`config.mk`:
```
export PLATFORM = sky130hd
export DESIGN_NAME = abro_n_fsm_flat
export DESIGN_NICKNAME = d
export VERILOG_FILES = /design/src/rtl/abro_n_fsm_if.sv /design/src/rtl/abro_n_fsm.sv /design/src/flat_wrapper.sv
export SDC_FILE = /design/constraint.sdc
export NUM_CORES = 1
export LEC_CHECK = 0
export ABC_AREA = 1
export BUFFER_PORTS_ARGS = -buffer_cell sky130_fd_sc_hd__buf_4
export CAP_MARGIN = 20
export CELL_PAD_IN_SITES_DETAIL_PLACEMENT = 2
export CELL_PAD_IN_SITES_GLOBAL_PLACEMENT = 2
export CORE_ASPECT_RATIO = 0.6
export CORE_UTILIZATION = 30
export DETAILED_ROUTE_END_ITERATION = 10
export PLACE_DENSITY_LB_ADDON = 0.1
export SYNTH_ARGS = -nofsm -noshare
export SYNTH_HDL_FRONTEND = slang
export SYNTH_SLANG_ARGS = --single-unit
export TNS_END_PERCENT = 100
```
`constraint.sdc`:
```
create_clock -name clk -period 1.9 [get_ports clk]
set_input_delay 0.475 -clock clk [delete_from_list [all_inputs] [get_ports clk]]
set_output_delay 0.475 -clock clk [all_outputs]
set_load 0.005 [all_outputs]
```
`src/rtl/abro_n_fsm_if.sv`:
```
// Event/restart inputs and status outputs of the ABRO-N completion detector.
// The slave modport is the detector's side; the master modport is the environment's side.
interface abro_n_fsm_if #(
    parameter int N_IN  = 2,
    parameter int CNT_W = 8
);
    logic [N_IN-1:0]  ev;
    logic             r;
    logic             o;
    logic [N_IN-1:0]  seen;
    logic [1:0]       state;
    logic [CNT_W-1:0] fire_cnt;
    logic             timeout;

    modport slave (
        input  ev, r,
        output o, seen, state, fire_cnt, timeout
    );

    modport master (
        output ev, r,
        input  o, seen, state, fire_cnt, timeout
    );
endinterface

```
`src/rtl/abro_n_fsm.sv`:
```
// ABRO-N: pulses o once every N_IN events have been seen in any order, then waits for restart r.
// Define ABRO_TIMEOUT_EN to build the partial-arrival timeout that drops a stale seen mask.
module abro_n_fsm #(
    parameter int N_IN        = 2,
    parameter int CNT_W       = 8,
    parameter int TIMEOUT_CYC = 16
) (
    input  logic          clk,
    input  logic          reset_n,
    abro_n_fsm_if.slave   bus
);
    typedef enum logic [1:0] {
        S_WAIT = 2'b00,
        S_EMIT = 2'b01,
        S_DONE = 2'b10,
        S_BAD  = 2'b11
    } state_t;

    localparam logic [N_IN-1:0] ALL_ONES = '1;

    // Out-of-range parameters elaborate into this marker block so they are easy to spot.
    if (N_IN < 2 || N_IN > 16 || CNT_W < 1 || CNT_W > 16 || TIMEOUT_CYC < 1) begin : g_illegal_params
    end

    state_t           r_state, w_state_nxt;
    logic             r_o, w_o_nxt;
    logic [N_IN-1:0]  r_seen, w_seen_nxt, w_merged;
    logic [CNT_W-1:0] r_fire_cnt, w_fire_cnt_nxt;
    logic             w_wait_hold;
    logic             w_to_fire;

    always_comb begin
        w_state_nxt    = r_state;
        w_o_nxt        = 1'b0;
        w_seen_nxt     = r_seen;
        w_fire_cnt_nxt = r_fire_cnt;
        w_wait_hold    = 1'b0;
        w_merged       = r_seen | bus.ev;
        case (r_state)
            S_WAIT: begin
                if (bus.r) begin
                    w_seen_nxt = '0;
                end else if (w_merged == ALL_ONES) begin
                    w_state_nxt    = S_EMIT;
                    w_o_nxt        = 1'b1;
                    w_seen_nxt     = ALL_ONES;
                    w_fire_cnt_nxt = r_fire_cnt + CNT_W'(1);
                end else begin
                    w_seen_nxt  = w_merged;
                    w_wait_hold = 1'b1;
                end
            end
            S_EMIT: begin
                // A restart here abandons DONE, but the count already taken stands.
                if (bus.r) begin
                    w_state_nxt = S_WAIT;
                    w_seen_nxt  = '0;
                end else begin
                    w_state_nxt = S_DONE;
                end
            end
            S_DONE: begin
                if (bus.r) begin
                    w_state_nxt = S_WAIT;
                    w_seen_nxt  = '0;
                end
            end
            default: begin
                w_state_nxt = S_WAIT;
                w_seen_nxt  = '0;
            end
        endcase
    end

    always_ff @(posedge clk or negedge reset_n) begin
        if (!reset_n) begin
            r_state    <= S_WAIT;
            r_o        <= 1'b0;
            r_seen     <= '0;
            r_fire_cnt <= '0;
        end else begin
            r_state    <= w_state_nxt;
            r_o        <= w_o_nxt;
            r_seen     <= w_to_fire ? '0 : w_seen_nxt;
            r_fire_cnt <= w_fire_cnt_nxt;
        end
    end

`ifdef ABRO_TIMEOUT_EN
    localparam int TO_W = $clog2(TIMEOUT_CYC + 1);

    logic [TO_W-1:0] r_to_cnt, w_to_inc;
    logic            r_timeout;
    logic            w_to_run;

    // The counter ages only a partially filled mask; r and completion never set w_wait_hold.
    assign w_to_run  = w_wait_hold && (r_seen != '0);
    assign w_to_inc  = r_to_cnt + TO_W'(1);
    assign w_to_fire = w_to_run && (w_to_inc == TO_W'(TIMEOUT_CYC));

    always_ff @(posedge clk or negedge reset_n) begin
        if (!reset_n) begin
            r_to_cnt  <= '0;
            r_timeout <= 1'b0;
        end else begin
            r_to_cnt  <= (w_to_run && !w_to_fire) ? w_to_inc : '0;
            r_timeout <= w_to_fire;
        end
    end

    assign bus.timeout = r_timeout;
`else
    assign w_to_fire   = 1'b0;
    assign bus.timeout = 1'b0;
`endif

    assign bus.o        = r_o;
    assign bus.seen     = r_seen;
    assign bus.state    = r_state;
    assign bus.fire_cnt = r_fire_cnt;
endmodule

```
`src/flat_wrapper.sv`:
```
// flat-port wrapper written by rule: the top's interface ports become plain ports
module abro_n_fsm_flat 
#(
    parameter int N_IN        = 2,
    parameter int CNT_W       = 8,
    parameter int TIMEOUT_CYC = 16
)
  (clk, reset_n, bus_ev, bus_r, bus_o, bus_seen, bus_state, bus_fire_cnt, bus_timeout);
  abro_n_fsm_if #(.N_IN(N_IN), .CNT_W(CNT_W)) bus_i ();
  input  logic clk;
  input  logic reset_n;
  input wire logic [$bits(bus_i.ev)-1:0] bus_ev;
  input wire logic [$bits(bus_i.r)-1:0] bus_r;
  output wire logic [$bits(bus_i.o)-1:0] bus_o;
  output wire logic [$bits(bus_i.seen)-1:0] bus_seen;
  output wire logic [$bits(bus_i.state)-1:0] bus_state;
  output wire logic [$bits(bus_i.fire_cnt)-1:0] bus_fire_cnt;
  output wire logic [$bits(bus_i.timeout)-1:0] bus_timeout;
  assign bus_i.ev = bus_ev;
  assign bus_i.r = bus_r;
  assign bus_o = bus_i.o;
  assign bus_seen = bus_i.seen;
  assign bus_state = bus_i.state;
  assign bus_fire_cnt = bus_i.fire_cnt;
  assign bus_timeout = bus_i.timeout;
  abro_n_fsm #(.N_IN(N_IN), .CNT_W(CNT_W), .TIMEOUT_CYC(TIMEOUT_CYC)) u_core (.clk(clk), .reset_n(reset_n), .bus(bus_i));
endmodule
```
==> key figures, run 1 <==
Status
  – Result of the run: completed

GRT
  – Vias in the first global route: 657
  – Aggregate global routing overflow: 0
  – Global-route wire length before repair: 3.49 mm
  – Pin count of the biggest net entering global routing: 14
  – All-Layer GR Usage: 0.193
  – Antenna violations before repair: 0

Yosys
  – #FFs+latches synth: 13
  – Post-synth net total: 111
  – Ranking of synthesized cells by area: sky130_fd_sc_hd__dfrtp_1, sky130_fd_sc_hd__nand2_1, sky130_fd_sc_hd__ha_1
  – Synthesized area per cell: 7.62 µm²
  – Synth Cell Area: 769 µm²
  – Sequential fraction of the synthesis area: 0.423
  – Synthesis warning total: 0
  – Top cell type by total area after synthesis: sky130_fd_sc_hd__dfrtp_1
  – Yosys top cell area share: 0.423
  – Synth unique cells: 19
  – Synthesized instance count: 101

Setup path
  – Critical-path maximum fanout: 12
  – Crit path max-delay cell type: sky130_fd_sc_hd__dfrtp_1
  – Reg-to-Reg End: u_core.bus.fire_cnt[1]
  – R2r setup slk: 0.29 ns
  – Worst reg2reg startpoint: u_core.bus.state[0]
  – Critical Path, Cell by Cell: inv_1 > ha_1 > inv_2 > nor2_2 > nand3_2 > inv_1 > nand2_1 > nand2_1
  – Worst stage delay on the critical path: 0.41 ns
  – Worst Path Required: 2.08 ns
  – Worst Setup Path Type: reg -> reg
  – Category of the worst setup path launch point: register
  – WP data arrival: 1.79 ns
  – Type of destination of the critical path: register
  – Cell depth of the worst flop-to-flop path: 8

Clock tree
  – Number of buffers inserted by post-CTS setup repair: 0
  – Maximum root-to-sink buffer count: 2
  – Sink Count: 13
  – Clock edge transition at the registers on the reported setup and hold paths: 0.06 ns
  – Total clock buffers created by CTS: 3
  – Clock insertion delay at the later pin of the skew report: 0.24 ns
  – Buffer cell driving the clock tree root: sky130_fd_sc_hd__clkbuf_8
  – H-tree lvl count: 1
  – CTS tree: done
  – Post-cts gate resize count: 0
  – Count of hold buffers inserted by post-cts repair: 0

Drt
  – DR WL met3: 114 µm
  – Routed wire length per instance: 14.7 µm
  – Post-detailed-routing wire length: 2.21 mm
  – Number of vias in the routed layout: 689
  – TritonRoute pass-1 iters: 4
  – Drc violations: 0
  – Post-route ant nets: 0
  – Met2 wire length: 972 µm
  – Top Layer Used: met4
  – Post-Route M1 WL: 1.11 mm
  – Initial DRC count: 24
  – Via-to-Cell Ratio: 4.59

Placed design
  – Placed standard-cell area: 916 µm²
  – Post-Place Setup Slack: 0.331 ns
  – Count of port buffers added during placement: 17
  – Routability-driven placement congestion ratio: 0.752
  – Post-DP HPWL: 1.65 mm

Cells and area
  – Filler cells: 278
  – # nets final: 131
  – Final core utilization: 0.419
  – Cell area after layout: 961 µm²
  – Syn-to-layout area delta: 24.9%
  – Ant diodes: 0
  – Share of cells above drive strength 1: 0.225

Hold path
  – Worst min-delay path category: in -> async

STA
  – Post-route setup TNS: 0 ns
  – Setup repair after global routing missed its margin: false
  – Layout Skew: 0.00164 ns
  – Shortest clock period the worst path allows after layout: 1.61 ns
  – Setup WS post-layout: 0.294 ns
  – Final hold vios: 0
  – Final Cycle Share: 0.845
  – Final setup viols: 0
  – Fmax: 0.623 GHz
  – Max Slew Vio Count: 0

Flow run
  – Maximum capacitance violations: 0

Floorplanning
  – Die height: 41.2 µm
  – Number of primary I/O pins: 19
  – Count of standard-cell rows: 13
  – Overall die area: 2780 µm²
  – Core area: 2290 µm²
  – Initial standard-cell utilization of the core: 0.336
  – Chip width: 67.4 µm

Power
  – Worst voltage drop across the vdd grid: 0.556 mV
  – Power Density: 1270 nW/µm²
  – PnR Total Power: 1.22 mW
  – Leakage: 0.510 nW
[sequential cells by signal, indices dropped and copies added, names as in the netlist]
name,flops
u_core.bus.fire_cnt,8
u_core.bus.o,1
u_core.bus.seen,2
u_core.bus.state,2
[synthesized netlist by cell type (all sizes together)]
cell type,n
xnor2,1
dfrtp,13
a21oi,1
nand3,7
xor2,2
inv,16
nand2,39
nor2,7
conb,1
buf,2
o21ai,7
ha,5
[cell families (layout without fill, tap and decap cells)]
family,after synthesis,after routing,synth area share
other cells,1,1,0.00487
xor+xnor,3,3,0.0342
simple gates,53,53,0.302
fa+ha+maj,5,5,0.0813
compound gates,8,8,0.0520
flops,13,13,0.423
buf+inv,18,37,0.102
[final cells by class]
class	count	area, µm²	area share
clock buffers	4	45.0	0.0469
inverters	16	60.1	0.0625
multi-input cells	70	365	0.380
flip-flops and latches	13	325	0.339
well taps	30	37.5	0.0391
repair buffers	17	128	0.133
[report_power, final]
| group | internal (mW) | total, mW | switching, mW |
|---|---|---|---|
| registers | 0.357 | 0.463 | 0.105 |
| clock network | 0.148 | 0.250 | 0.101 |
| logic | 0.223 | 0.511 | 0.288 |
| total | 0.729 | 1.22 | 0.495 |
[worst max-delay path by stage]
stage | from | to | depth (start not counted) | slack, ns
6_report | u_core.bus.state[0] | u_core.bus.fire_cnt[1] | 8 | 0.29
5_1_grt | u_core.bus.state[0] | u_core.bus.fire_cnt[1] | 8 | 0.1
4_1_cts | u_core.bus.state[0] | u_core.bus.fire_cnt[1] | 8 | 0.27
3_5_place_dp | u_core.bus.state[0] | u_core.bus.fire_cnt[1] | 8 | 0.33
3_3_place_gp | u_core.bus.state[0] | u_core.bus.fire_cnt[7] | 8 | 0.43
2_1_floorplan | u_core.bus.state[0] | u_core.bus.fire_cnt[5] | 8 | 0.58
[metrics by stage]
step	hold slack [ns]	std cells
2_1_floorplan	0.179	101
3_3_place_gp	0.331	146
3_5_place_dp	0.334	146
4_1_cts	0.0694	150
5_1_grt	0.0709	150
6_report	0.0684	150
[cell usage in the layout (no fill, tap or decap)]
master / count
sky130_fd_sc_hd__nor2_1: 4
sky130_fd_sc_hd__nand2_1: 38
sky130_fd_sc_hd__inv_1: 15
sky130_fd_sc_hd__xnor2_1: 1
sky130_fd_sc_hd__nand3_1: 5
sky130_fd_sc_hd__clkbuf_8: 3
sky130_fd_sc_hd__conb_1: 1
sky130_fd_sc_hd__o21ai_1: 3
sky130_fd_sc_hd__xor2_1: 2
sky130_fd_sc_hd__dfrtp_1: 13
sky130_fd_sc_hd__nand2_2: 1
sky130_fd_sc_hd__nor2_2: 2
sky130_fd_sc_hd__buf_4: 17
sky130_fd_sc_hd__a21oi_1: 1
sky130_fd_sc_hd__o21ai_0: 4
sky130_fd_sc_hd__nand3_2: 2
sky130_fd_sc_hd__nor2_4: 1
sky130_fd_sc_hd__ha_1: 5
sky130_fd_sc_hd__inv_2: 1
sky130_fd_sc_hd__clkbuf_1: 1
[worst max-delay path: cells and delay by family (launching register included)]
kind	cells	cell delay [ns]
DFF	1	0.41
and+or+nand+nor	4	0.46
buffers and inverters	3	0.43
adders and majority gates	1	0.24
[per-layer routing]
layer	up-vias	GRT usage
met5	-	0
met4	0	0.0319
met3	2	0.0583
met2	17	0.323
met1	330	0.252
li1	340	-
No activity file was read; power rests on OpenSTA's default activity.
==> run 2: changes to the inputs <==
--- a/config.mk
+++ b/config.mk
@@ -5,13 +5,13 @@
 export SDC_FILE = /design/constraint.sdc
 export NUM_CORES = 1
 export LEC_CHECK = 0
-export ABC_AREA = 1
+export ABC_AREA = 0
 export BUFFER_PORTS_ARGS = -buffer_cell sky130_fd_sc_hd__buf_4
 export CAP_MARGIN = 20
 export CELL_PAD_IN_SITES_DETAIL_PLACEMENT = 2
 export CELL_PAD_IN_SITES_GLOBAL_PLACEMENT = 2
 export CORE_ASPECT_RATIO = 0.6
-export CORE_UTILIZATION = 30
+export CORE_UTILIZATION = 27
 export DETAILED_ROUTE_END_ITERATION = 10
 export PLACE_DENSITY_LB_ADDON = 0.1
 export SYNTH_ARGS = -nofsm -noshare
==> constraint.sdc (replaced) <==
create_clock -name clk -period 1.3 [get_ports clk]
set_input_delay 0.325 -clock clk [delete_from_list [all_inputs] [get_ports clk]]
set_output_delay 0.325 -clock clk [all_outputs]
set_load 0.005 [all_outputs]
==> run 2 against run 1 <==
The flow now finishes with violations (setup timing); utilization grew 2.5 points; register-to-register slack lost 0.32 ns; routed wire length shrank 26%; die area shrank 5.0%; synthesized cell count shrank 43%; count of clock-buffer cells in the layout is the same; hold slack gained 0.24 ns; sequential cell count is the same; clock power grew 42%; sequential power grew 38%; critical endpoint is now u_core.bus.fire_cnt[7].
==> key figures, run 2 <==
Status
  – Result of the run: finished, violations left (was completed)
  – Failing checks: setup timing

Clock tree
  – CTS tree: done (unchanged)
  – Clock edge transition at the registers on the reported setup and hold paths: 0.05 ns (was 0.06 ns)
  – Clock insertion delay at the later pin of the skew report: 0.24 ns (about the same)
  – Sink Count: 13 (unchanged)
  – Total clock buffers created by CTS: 3 (unchanged)
  – Buffer cell driving the clock tree root: sky130_fd_sc_hd__clkbuf_8 (unchanged)
  – H-tree lvl count: 1 (unchanged)
  – Maximum root-to-sink buffer count: 2 (unchanged)

Drt
  – Post-detailed-routing wire length: 1.63 mm (was 2.21 mm)
  – Via-to-Cell Ratio: 4.50 (was 4.59)
  – Routed wire length per instance: 14.0 µm (was 14.7 µm)
  – Number of vias in the routed layout: 526 (was 689)
  – Initial DRC count: 7 (was 24)
  – Drc violations: 0 (unchanged)
  – Post-route ant nets: 0 (unchanged)
  – TritonRoute pass-1 iters: 3 (was 4)

GRT
  – Aggregate global routing overflow: 0 (unchanged)
  – All-Layer GR Usage: 0.145 (was 0.193)
  – Pin count of the biggest net entering global routing: 14 (unchanged)
  – Vias in the first global route: 532 (was 657)
  – Antenna violations before repair: 0 (unchanged)
  – Global-route wire length before repair: 2.60 mm (was 3.49 mm)

Floorplanning
  – Overall die area: 2640 µm² (was 2780 µm²)
  – Chip width: 65.7 µm (was 67.4 µm)
  – Core area: 2230 µm² (was 2290 µm²)
  – Initial standard-cell utilization of the core: 0.295 (was 0.336)
  – Number of primary I/O pins: 19 (unchanged)
  – Count of standard-cell rows: 13 (unchanged)
  – Die height: 40.2 µm (was 41.2 µm)

Yosys
  – Most used standard cell by instance count after synthesis: sky130_fd_sc_hd__dfrtp_1 (was sky130_fd_sc_hd__nand2_1)
  – Prevailing post-synth register cell: sky130_fd_sc_hd__dfrtp_1 (unchanged)
  – Count of flip-flops with a built-in enable after synthesis: 0 (unchanged)
  – Post-synth net total: 68 (was 111)
  – List of most frequent post-synthesis cells: sky130_fd_sc_hd__dfrtp_1, sky130_fd_sc_hd__nor3_1, sky130_fd_sc_hd__xor2_1 (was sky130_fd_sc_hd__nand2_1, sky130_fd_sc_hd__inv_1, sky130_fd_sc_hd__dfrtp_1)
  – Share of synthesized flip-flops with an asynchronous set or reset: 1.00 (unchanged)
  – Synthesis warning total: 0 (unchanged)
  – Synth Cell Area: 657 µm² (was 769 µm²)
  – Sequential fraction of the synthesis area: 0.495 (was 0.423)
  – Top cell type by total area after synthesis: sky130_fd_sc_hd__dfrtp_1 (unchanged)
  – Ranking of synthesized cells by area: sky130_fd_sc_hd__dfrtp_1, sky130_fd_sc_hd__ha_1, sky130_fd_sc_hd__xor2_1 (was sky130_fd_sc_hd__dfrtp_1, sky130_fd_sc_hd__nand2_1, sky130_fd_sc_hd__ha_1)
  – Synthesized area per cell: 11.3 µm² (was 7.62 µm²)
  – Synth unique cells: 21 (was 19)
  – #FFs+latches synth: 13 (unchanged)
  – Yosys top cell area share: 0.495 (was 0.423)
  – Synthesized instance count: 58 (was 101)

Setup path
  – WP data arrival: 1.49 ns (was 1.79 ns)
  – Category of the worst setup path launch point: register (unchanged)
  – Worst Path Required: 1.47 ns (was 2.08 ns)
  – Worst Setup Path Type: reg -> reg (unchanged)
  – Type of destination of the critical path: register (unchanged)
  – Critical-path maximum fanout: 4 (was 12)

Cells and area
  – # nets final: 98 (was 131)
  – Syn-to-layout area delta: 50.5% (was 24.9%)
  – Non-filler instance count after layout: 117 (was 150)
  – Ant diodes: 0 (unchanged)
  – Most common cell after layout, fill and taps aside: sky130_fd_sc_hd__buf_4 (was sky130_fd_sc_hd__nand2_1)
  – Cell area after layout: 988 µm² (was 961 µm²)
  – Most frequent cells in the layout: sky130_fd_sc_hd__buf_4, sky130_fd_sc_hd__dfrtp_1, sky130_fd_sc_hd__xor2_1 (was sky130_fd_sc_hd__nand2_1, sky130_fd_sc_hd__buf_4, sky130_fd_sc_hd__inv_1)
  – Final core utilization: 0.444 (was 0.419)
  – Share of cells above drive strength 1: 0.494 (was 0.225)
  – Number of flip-flops in the largest register: 8 (unchanged)

STA
  – Final setup viols: 2 (was 0)
  – Final Cycle Share: 1.02 (was 0.845)
  – Smallest hold slack: 0.309 ns (was 0.0684 ns)
  – Final hold vios: 0 (unchanged)
  – Shortest clock period the worst path allows after layout: 1.32 ns (was 1.61 ns)
  – Setup WS post-layout: -0.0216 ns (was 0.294 ns)
  – Setup repair after global routing missed its margin: true (was false)
  – Max Slew Vio Count: 0 (unchanged)
  – Post-route setup TNS: -0.0261 ns (was 0 ns)
  – Fmax: 0.757 GHz (was 0.623 GHz)
  – Layout Skew: 0.00112 ns (was 0.00164 ns)

Power
  – PnR Total Power: 2.05 mW (was 1.22 mW)
  – Power Density: 2070 nW/µm² (was 1270 nW/µm²)
  – Worst voltage drop across the vdd grid: 0.937 mV (was 0.556 mV)
  – Leakage: 0.488 nW (was 0.510 nW)

Placed design
  – Post-Place Setup Slack: -0.0531 ns (was 0.331 ns)
  – Placed cell count: 111 (was 146)
  – Routability-driven placement congestion ratio: 0.674 (was 0.752)
  – Post-DP HPWL: 1.32 mm (was 1.65 mm)
  – Count of port buffers added during placement: 17 (unchanged)
  – Placed standard-cell area: 891 µm² (was 916 µm²)

Flow run
  – Maximum capacitance violations: 0 (unchanged)

Hold path
  – Worst min-delay path category: in -> reg (was in -> async)
-- run 2: what timing repair did --
action                     CTS  global route
hold buffers                 1             0
setup endpoints to repair    5            10
gates resized for setup      6             2
hold endpoints to repair    13             0
buffers inserted             1             0
pin swaps                    5             1
-- run 2: cell type report --
type	count	area [µm²]
multi-input combinational	40	368
sequential	13	325
fill	228	1240
timing repair buffer	26	198
inverter	4	15.0
tap	30	37.5
clock buffer	4	45.0
-- run 2: kinds of logic after synthesis --
| logic type | after synthesis | share of synthesized area |
|---|---|---|
| and+or+nand+nor | 18 | 0.154 |
| DFF | 13 | 0.495 |
| xor gates and xnor gates | 7 | 0.0933 |
| AOI/OAI and AO/OA | 6 | 0.0724 |
| adders and majority gates | 5 | 0.0952 |
| buffers and inverters | 5 | 0.0343 |
| muxes | 3 | 0.0495 |
| other | 1 | 0.00571 |
-- run 2: per-layer routing --
metal  GRT usage  share of wire
met1       0.180           0.48
met2       0.240           0.45
met3      0.0511          0.058
met4      0.0489         0.0073
met5           0              0
-- run 2: path summary, 6_finish.rpt --
kind                                        start                      to  slack (ns)  depth (start not counted)
max in group asynchronous                 reset_n  u_core.bus.fire_cnt[0]        0.67                          2
min                                         bus_r      u_core.bus.seen[0]        0.31                          2
min in group asynchronous                 reset_n  u_core.bus.fire_cnt[4]        0.47                          2
max                           u_core.bus.state[0]  u_core.bus.fire_cnt[7]       -0.02                          5
min reg2reg                u_core.bus.fire_cnt[7]  u_core.bus.fire_cnt[7]        0.47                          1
max reg2reg                   u_core.bus.state[0]  u_core.bus.fire_cnt[7]       -0.02                          5
-- run 2: critical path: stages, from the launching register on --
cell                       delay (ns)
sky130_fd_sc_hd__dfrtp_1         0.38
sky130_fd_sc_hd__inv_2           0.11
sky130_fd_sc_hd__ha_4            0.17
sky130_fd_sc_hd__nand4b_1        0.20
sky130_fd_sc_hd__nor4_2          0.22
sky130_fd_sc_hd__xor2_1          0.16
-- run 2: power breakdown --
part / internal (mW) / switching [mW] / leakage [nW] / total, mW
Combinational: 0.558 / 0.501 / 0.294 / 1.06
Clock: 0.216 / 0.138 / 0.0228 / 0.354
Sequential: 0.528 / 0.110 / 0.171 / 0.637
